## config.mk

```make
export PLATFORM = sky130hd
export DESIGN_NAME = irq_controller
export DESIGN_NICKNAME = d
export VERILOG_FILES = /design/src/rtl/irq_controller.sv
export SDC_FILE = /design/constraint.sdc
export NUM_CORES = 1
export LEC_CHECK = 0
export CORE_ASPECT_RATIO = 1.2
export CORE_MARGIN = 8
export CORE_UTILIZATION = 43
export CTS_BUF_LIST = sky130_fd_sc_hd__clkbuf_4 sky130_fd_sc_hd__clkbuf_8 sky130_fd_sc_hd__clkbuf_16
export DETAILED_ROUTE_END_ITERATION = 10
export PLACE_DENSITY_LB_ADDON = 0.1
export SYNTH_ARGS = -nofsm -noshare
export SYNTH_HDL_FRONTEND = slang
export SYNTH_SLANG_ARGS = --single-unit
```

## constraint.sdc

```tcl
create_clock -name CLK -period 2.66 [get_ports CLK]
set_input_delay 0.532 -clock CLK [delete_from_list [all_inputs] [get_ports CLK]]
set_output_delay 0.532 -clock CLK [all_outputs]
set_load 0.02 [all_outputs]
```

## src/rtl/irq_controller.sv

```systemverilog
// Vectored interrupt controller: edge/level capture, fixed priority with
// nesting, and a three-instruction injection sequence toward the CPU.
module irq_controller #(
  parameter int          N_IRQ      = 8,
  parameter logic [15:0] VEC_BASE   = 16'hFFF8,
  parameter logic [28:0] INSTR_PUSH = 29'b10110000000001111000000000001,
  parameter logic [28:0] INSTR_SAVE = 29'b00101111111110000000000000001,
  parameter logic [28:0] INSTR_JMP  = 29'b10010000000000000000000000000
) (
  input  logic             CLK,
  input  logic             RST,
  input  logic [N_IRQ-1:0] irq,
  input  logic [N_IRQ-1:0] mask,
  input  logic [N_IRQ-1:0] edge_mode,
  input  logic             step,
  input  logic             eoi,
  output logic [28:0]      instr,
  output logic             interrupt,
  output logic [N_IRQ-1:0] pending,
  output logic [N_IRQ-1:0] in_service,
  output logic [3:0]       active_id
);

  typedef enum logic [1:0] {
    IDLE,
    S_PUSH,
    S_SAVE,
    S_JMP
  } state_t;

  state_t state_q, state_d;

  logic [N_IRQ-1:0] prev_q;
  logic [N_IRQ-1:0] pend_q;
  logic [N_IRQ-1:0] isv_q;
  logic [3:0]       id_q;

  logic [N_IRQ-1:0] rise;
  logic [N_IRQ-1:0] req;
  logic [N_IRQ-1:0] cand_oh;
  logic [N_IRQ-1:0] upto;
  logic [N_IRQ-1:0] isv_lo;
  logic [N_IRQ-1:0] isv_eff;
  logic [N_IRQ-1:0] clr;
  logic [3:0]       cand_id;
  logic             cand_vld;
  logic             accept;
  logic [15:0]      vec;

  assign rise    = irq & ~prev_q & edge_mode;
  assign pending = RST ? '0 : ((pend_q & edge_mode) | (irq & ~edge_mode));
  assign req     = pending & mask;

  // Lowest set bit wins on both the request and the in-service side.
  assign cand_oh = req & (~req + N_IRQ'(1));
  assign upto    = cand_oh | (cand_oh - N_IRQ'(1));
  assign isv_lo  = isv_q & (~isv_q + N_IRQ'(1));
  assign isv_eff = eoi ? (isv_q & ~isv_lo) : isv_q;

  always_comb begin
    cand_vld = 1'b0;
    cand_id  = '0;
    for (int i = N_IRQ - 1; i >= 0; i--) begin
      if (req[i]) begin
        cand_vld = 1'b1;
        cand_id  = 4'(i);
      end
    end
  end

  // Preempt only channels strictly more urgent than anything in service.
  assign accept = (state_q == IDLE) && cand_vld
               && ((isv_eff & upto) == '0);
  assign clr    = accept ? cand_oh : '0;

  always_comb begin
    state_d = state_q;
    unique case (state_q)
      IDLE:    if (accept) state_d = S_PUSH;
      S_PUSH:  if (step) state_d = S_SAVE;
      S_SAVE:  if (step) state_d = S_JMP;
      S_JMP:   if (step) state_d = IDLE;
      default: state_d = IDLE;
    endcase
  end

  always_ff @(negedge CLK or posedge RST) begin
    if (RST) begin
      state_q <= IDLE;
      prev_q  <= '0;
      pend_q  <= '0;
      isv_q   <= '0;
      id_q    <= '0;
    end else begin
      state_q <= state_d;
      prev_q  <= irq;
      pend_q  <= (pend_q & ~clr) | rise;
      isv_q   <= isv_eff | clr;
      if (accept) id_q <= cand_id;
    end
  end

  assign vec = VEC_BASE + {12'd0, id_q};

  always_comb begin
    instr = '0;
    unique case (state_q)
      IDLE:    instr = '0;
      S_PUSH:  instr = INSTR_PUSH;
      S_SAVE:  instr = INSTR_SAVE;
      S_JMP:   instr = INSTR_JMP | {13'd0, vec};
      default: instr = '0;
    endcase
  end

  assign interrupt  = (state_q != IDLE);
  assign in_service = isv_q;
  assign active_id  = id_q;

endmodule
```

==> results.sh, run 1 <==
export IMPL_status="did not finish"
export IMPL_failing_step="5_1_grt"
export IMPL_stop_error="[ERROR GRT-0232] Routing congestion too high. Check the congestion heatmap in the GUI."
export IMPL_synth_xor_area_frac=0
export IMPL_cts_path_max_buffers=2
export IMPL_synthSimpleGateAreaFrac=0.212
export IMPL_muxShareOfSynthArea=0.0698
export IMPL_cts_sinks=29
export IMPL_cts_root_buf="clkbuf_8"
export IMPL_cts_made_buffers=5
export IMPL_synth_seq_cells=29
export IMPL_grt_use_total=0.600
export IMPL_synth_compound_area_frac=0.169
export IMPL_io_buffers=75
export IMPL_dp_hpwl_mm=4.38
export IMPL_fp_dieW_um=76.1
export IMPL_synth_cells=204
export IMPL_overflow=63
export IMPL_syn_avg_cell_area_um2=9.13
export IMPL_synth_edf_count=0
export IMPL_antenna_found_initial=1
export IMPL_htree_levels=2
export IMPL_rows=26
export IMPL_synthDistinctLibCells=46
export IMPL_io_pins=78
export IMPL_synth_top_family_by_area="simple AND/OR/NAND/NOR gates"
export IMPL_worst_ep_kind="register input"
export IMPL_grt_max_degree=32
export IMPL_syn_area_um2=1860
export IMPL_yosys_warnings=0
export IMPL_synth_fa_ha_area_frac=0.0457
export IMPL_worst_endpoint="pend_q[2]$_DFF_NP0_/D"
export IMPL_start_util=0.441
export IMPL_synthArstFlopShare=1.00
export IMPL_synth_yosys_seq_area_share=0.390
export IMPL_die_h_um=88.1
export IMPL_globalplace_congestion=0.879
export IMPL_ys_flop_type="dfrtn_1"
-- per-stage QoR --
| step | setup WS (ns) | std cells | instance area, um^2 | util |
|---|---|---|---|---|
| 4_1_cts | -1.05 | 409 | 3770 | 0.893 |
| 3_5_place_dp | -1.63 | 370 | 3070 | 0.727 |
| 2_1_floorplan | -1.04 | 205 | 2070 | - |
| 3_3_place_gp | -1.59 | 370 | 3070 | 0.727 |
-- kinds of logic after synthesis --
kind of cell | Yosys count
fa+ha+maj | 7
flops | 29
compound gates | 44
other cells | 1
mux | 12
simple gates | 79
buf+inv | 32
-- layer usage --
| layer | GRT overflow | track usage |
|---|---|---|
| met2 | 32 | 0.831 |
| met5 | 0 | 0.0606 |
| met1 | 0 | 0.553 |
| met3 | 0 | 0.376 |
| met4 | 31 | 0.722 |
-- synthesized netlist by cell type, drive strengths merged (2+ instances only) --
cell      n  area (um^2)
o31ai     2         15.0
mux2i     7         70.1
o211ai    2         20.0
nand2b    4         25.0
o22a      2         17.5
and2      6         37.5
o41ai     3         26.3
nor3b     2         15.0
nand2    26         97.6
mux2      5         60.1
o21ai    15         75.1
nor2     22         82.6
o2bb2ai   2         23.8
nor3      4         20.0
buf      24          180
ha        6         75.1
a21oi     8         40.0
dfrtn    29          726
inv       7         26.3
or2       5         31.3
nand3     3         20.0
-- timing repair --
action,CTS
pin swaps,23
setup endpoints to repair,69
setup buffers,33
hold buffers,0
cloned,1
resized for setup,381
==> run 2, diff against run 1 <==
==> config.mk (replaced) <==
export PLATFORM = sky130hd
export DESIGN_NAME = irq_controller
export DESIGN_NICKNAME = d
export VERILOG_FILES = /design/src/rtl/irq_controller.sv
export SDC_FILE = /design/constraint.sdc
export NUM_CORES = 1
export LEC_CHECK = 0
export CORE_MARGIN = 8
export CORE_UTILIZATION = 30
export DETAILED_ROUTE_END_ITERATION = 10
export PLACE_DENSITY_LB_ADDON = 0.15
export SYNTH_ARGS = -nofsm -noshare
export SYNTH_HDL_FRONTEND = slang
export SYNTH_SLANG_ARGS = --single-unit
==> run 2 against run 1 <==
The flow now finishes, with violations (negative setup slack). Area after synthesis did not move. Synthesized cell count did not move.
==> results.sh, run 2 <==
export IMPL_status="finished, violations left"
export IMPL_violations="negative setup slack"
export IMPL_vdd_ir_drop_max_v=0.000952
export IMPL_syn_area_um2=1860
export IMPL_setup_viol=67
export IMPL_syn_avg_cell_area_um2=9.13
export IMPL_most_common_layout_cells="buf_6, buf_4, dfrtn_1, nand2_1, clkdlybuf4s50_1"
export IMPL_grt_use_total=0.139
export IMPL_placed_area_um2=3120
export IMPL_cts_made_buffers=5
export IMPL_antenna_found_initial=0
export IMPL_fin_ws_ns=-0.937
export IMPL_antenna_left=0
export IMPL_clock_skew_ns=0.00327
export IMPL_top_layer_used="met4"
export IMPL_drc=0
export IMPL_hp_class="reg -> reg"
export IMPL_post_place_ws_ns=-1.63
export IMPL_dp_hpwl_mm=4.50
export IMPL_power_density_nw_per_um2=1010
export IMPL_ctsHoldBuffers=0
export IMPL_final_common_cell="buf_6"
export IMPL_endpoint_kind="flip-flop"
export IMPL_max_cap_viol_count=0
export IMPL_die_h_um=94.8
export IMPL_post_synth_top_count_cell="dfrtn_1"
export IMPL_stdcell_area_um2=4060
export IMPL_drt_iter0_drc=47
export IMPL_cts_tree="yes"
export IMPL_synthDistinctLibCells=46
export IMPL_path_class="in -> reg"
export IMPL_grt_max_degree=32
export IMPL_synth_cells=204
export IMPL_nFillCells=458
export IMPL_stdcell_count=436
export IMPL_drive_above_1_share=0.662
export IMPL_wl_met3_um=407
export IMPL_finalHoldViolCount=0
export IMPL_synth_yosys_seq_area_share=0.390
export IMPL_p_total_w=0.00411
export IMPL_rsz0062_at_grt="yes"
export IMPL_viasPerCell=4.66
export IMPL_synthArstFlopShare=1.00
export IMPL_dp_cells=394
export IMPL_synth_common_cells="dfrtn_1, nand2_1, buf_4"
export IMPL_rows=28
export IMPL_worstSkewPairLatency_ns=0.29
export IMPL_cts_sinks=29
export IMPL_core_um2=5960
export IMPL_report_final_slew_viol_count=0
export IMPL_finalNetCount=395
export IMPL_setup_worst_path_start_class="primary input"
export IMPL_start_util=0.313
export IMPL_globalplace_congestion=0.875
export IMPL_synth_top_cell_by_area="dfrtn_1"
export IMPL_io_pins=78
export IMPL_cts_path_max_buffers=2
export IMPL_fp_dieW_um=94.8
export IMPL_cts_clk_slew_worst_paths_ns=0.04
export IMPL_worstPathArrival_ns=2.40
export IMPL_overflow=0
export IMPL_met1Wirelength_mm=2.60
export IMPL_synth_top_area_share=0.390
export IMPL_yosys_warnings=0
export IMPL_grt_pass1_vias=2115
export IMPL_io_buffers=75
export IMPL_wl_mm=6.50
export IMPL_dieArea_um2=8990
export IMPL_required_ns=1.46
export IMPL_cts_root_buf="clkbuf_8"
export IMPL_hold_ws_ns=0.360
export IMPL_route_vias_total=2032
export IMPL_p_leak_nw=1.85
export IMPL_ys_top_cells_by_area="dfrtn_1, buf_4, nand2_1"
export IMPL_area_delta_synth_final_pct=118
export IMPL_synth_edf_count=0
export IMPL_synth_seq_cells=29
export IMPL_wire_per_inst_um=14.9
export IMPL_antennaDiodeCount=0
export IMPL_path_max_fanout=3
export IMPL_first_pass_iters=2
export IMPL_ys_flop_type="dfrtn_1"
export IMPL_htree_levels=2
export IMPL_dr_wl_met2_mm=3.36
export IMPL_grt_pass1_wl_mm=9.89
[run 2: cell counts after synthesis]
Identical to the previous run, type by type.
[run 2: power breakdown]
part | internal, W | leakage [nW] | switching, W
Clock | 0.000272 | 0.0540 | 0.000166
Sequential | 0.000549 | 0.342 | 0.0000821
Combinational | 0.00167 | 1.46 | 0.00137
Total | 0.00249 | 1.85 | 0.00162
[run 2: final timing paths]
check,start,end,slack [ns],cells past startpoint
worst min register to register,prev_q[4],pend_q[4],0.36,1
min in group asynchronous,RST,in_service[1],1.84,5
worst max-delay path,eoi,state_q[1],-0.94,7
max in group asynchronous,RST,in_service[7],0.50,5
worst min-delay path,prev_q[4],pend_q[4],0.36,1
worst max register to register,in_service[0],state_q[1],0.03,8
[run 2: layout make-up]
type / instances / area, um^2 / share of cell area
clock inverters: 2 / 35.0 / 0.00863
inverters: 7 / 35.0 / 0.00863
well taps: 75 / 93.8 / 0.0231
repair buffers: 174 / 1700 / 0.418
clock buffers: 5 / 68.8 / 0.0170
flip-flops and latches: 29 / 726 / 0.179
multi-input cells: 144 / 1400 / 0.346
[run 2: cells by family (layout without fill, tap and decap cells)]
| kind of cell | after synthesis | count (layout) | share of synthesized area |
|---|---|---|---|
| fa+ha+maj | 7 | 7 | 0.0457 |
| simple gates | 79 | 79 | 0.212 |
| buf+inv | 32 | 188 | 0.113 |
| other cells | 1 | 2 | 0.00201 |
| compound gates | 44 | 44 | 0.169 |
| flops | 29 | 29 | 0.390 |
| mux | 12 | 12 | 0.0698 |
[run 2: what timing repair did]
action | in CTS | in global routing
gates resized for setup | 367 | 74
pin swaps | 23 | 29
buffers inserted | 22 | 21
gates cloned | 0 | 0
setup endpoints to repair | 69 | 68
hold endpoints to repair | 0 | 0
[run 2: per-stage QoR]
stage / utilization / setup TNS (ns)
final: 0.681 / -37.70
after global placement: 0.524 / -66.07
after floorplan: - / -24.07
after global routing: 0.681 / -40.64
after CTS: 0.611 / -37.73
after detailed placement: 0.524 / -66.73
[run 2: routing by layer]
layer | track usage | vias to the layer above
li1 | - | 1001
met1 | 0.156 | 964
met2 | 0.249 | 58
met3 | 0.0389 | 9
met4 | 0.0390 | 0
met5 | 0 | -
[run 2: worst max-delay path, stage by stage]
cell and delay (ns):
buf_6 0.07, or4b_4 0.47, or4_4 0.46, o2bb2ai_4 0.17, o211ai_4 0.20, a41oi_2 0.17
mux2_4 0.32
Power figures use the tool's default switching activity.
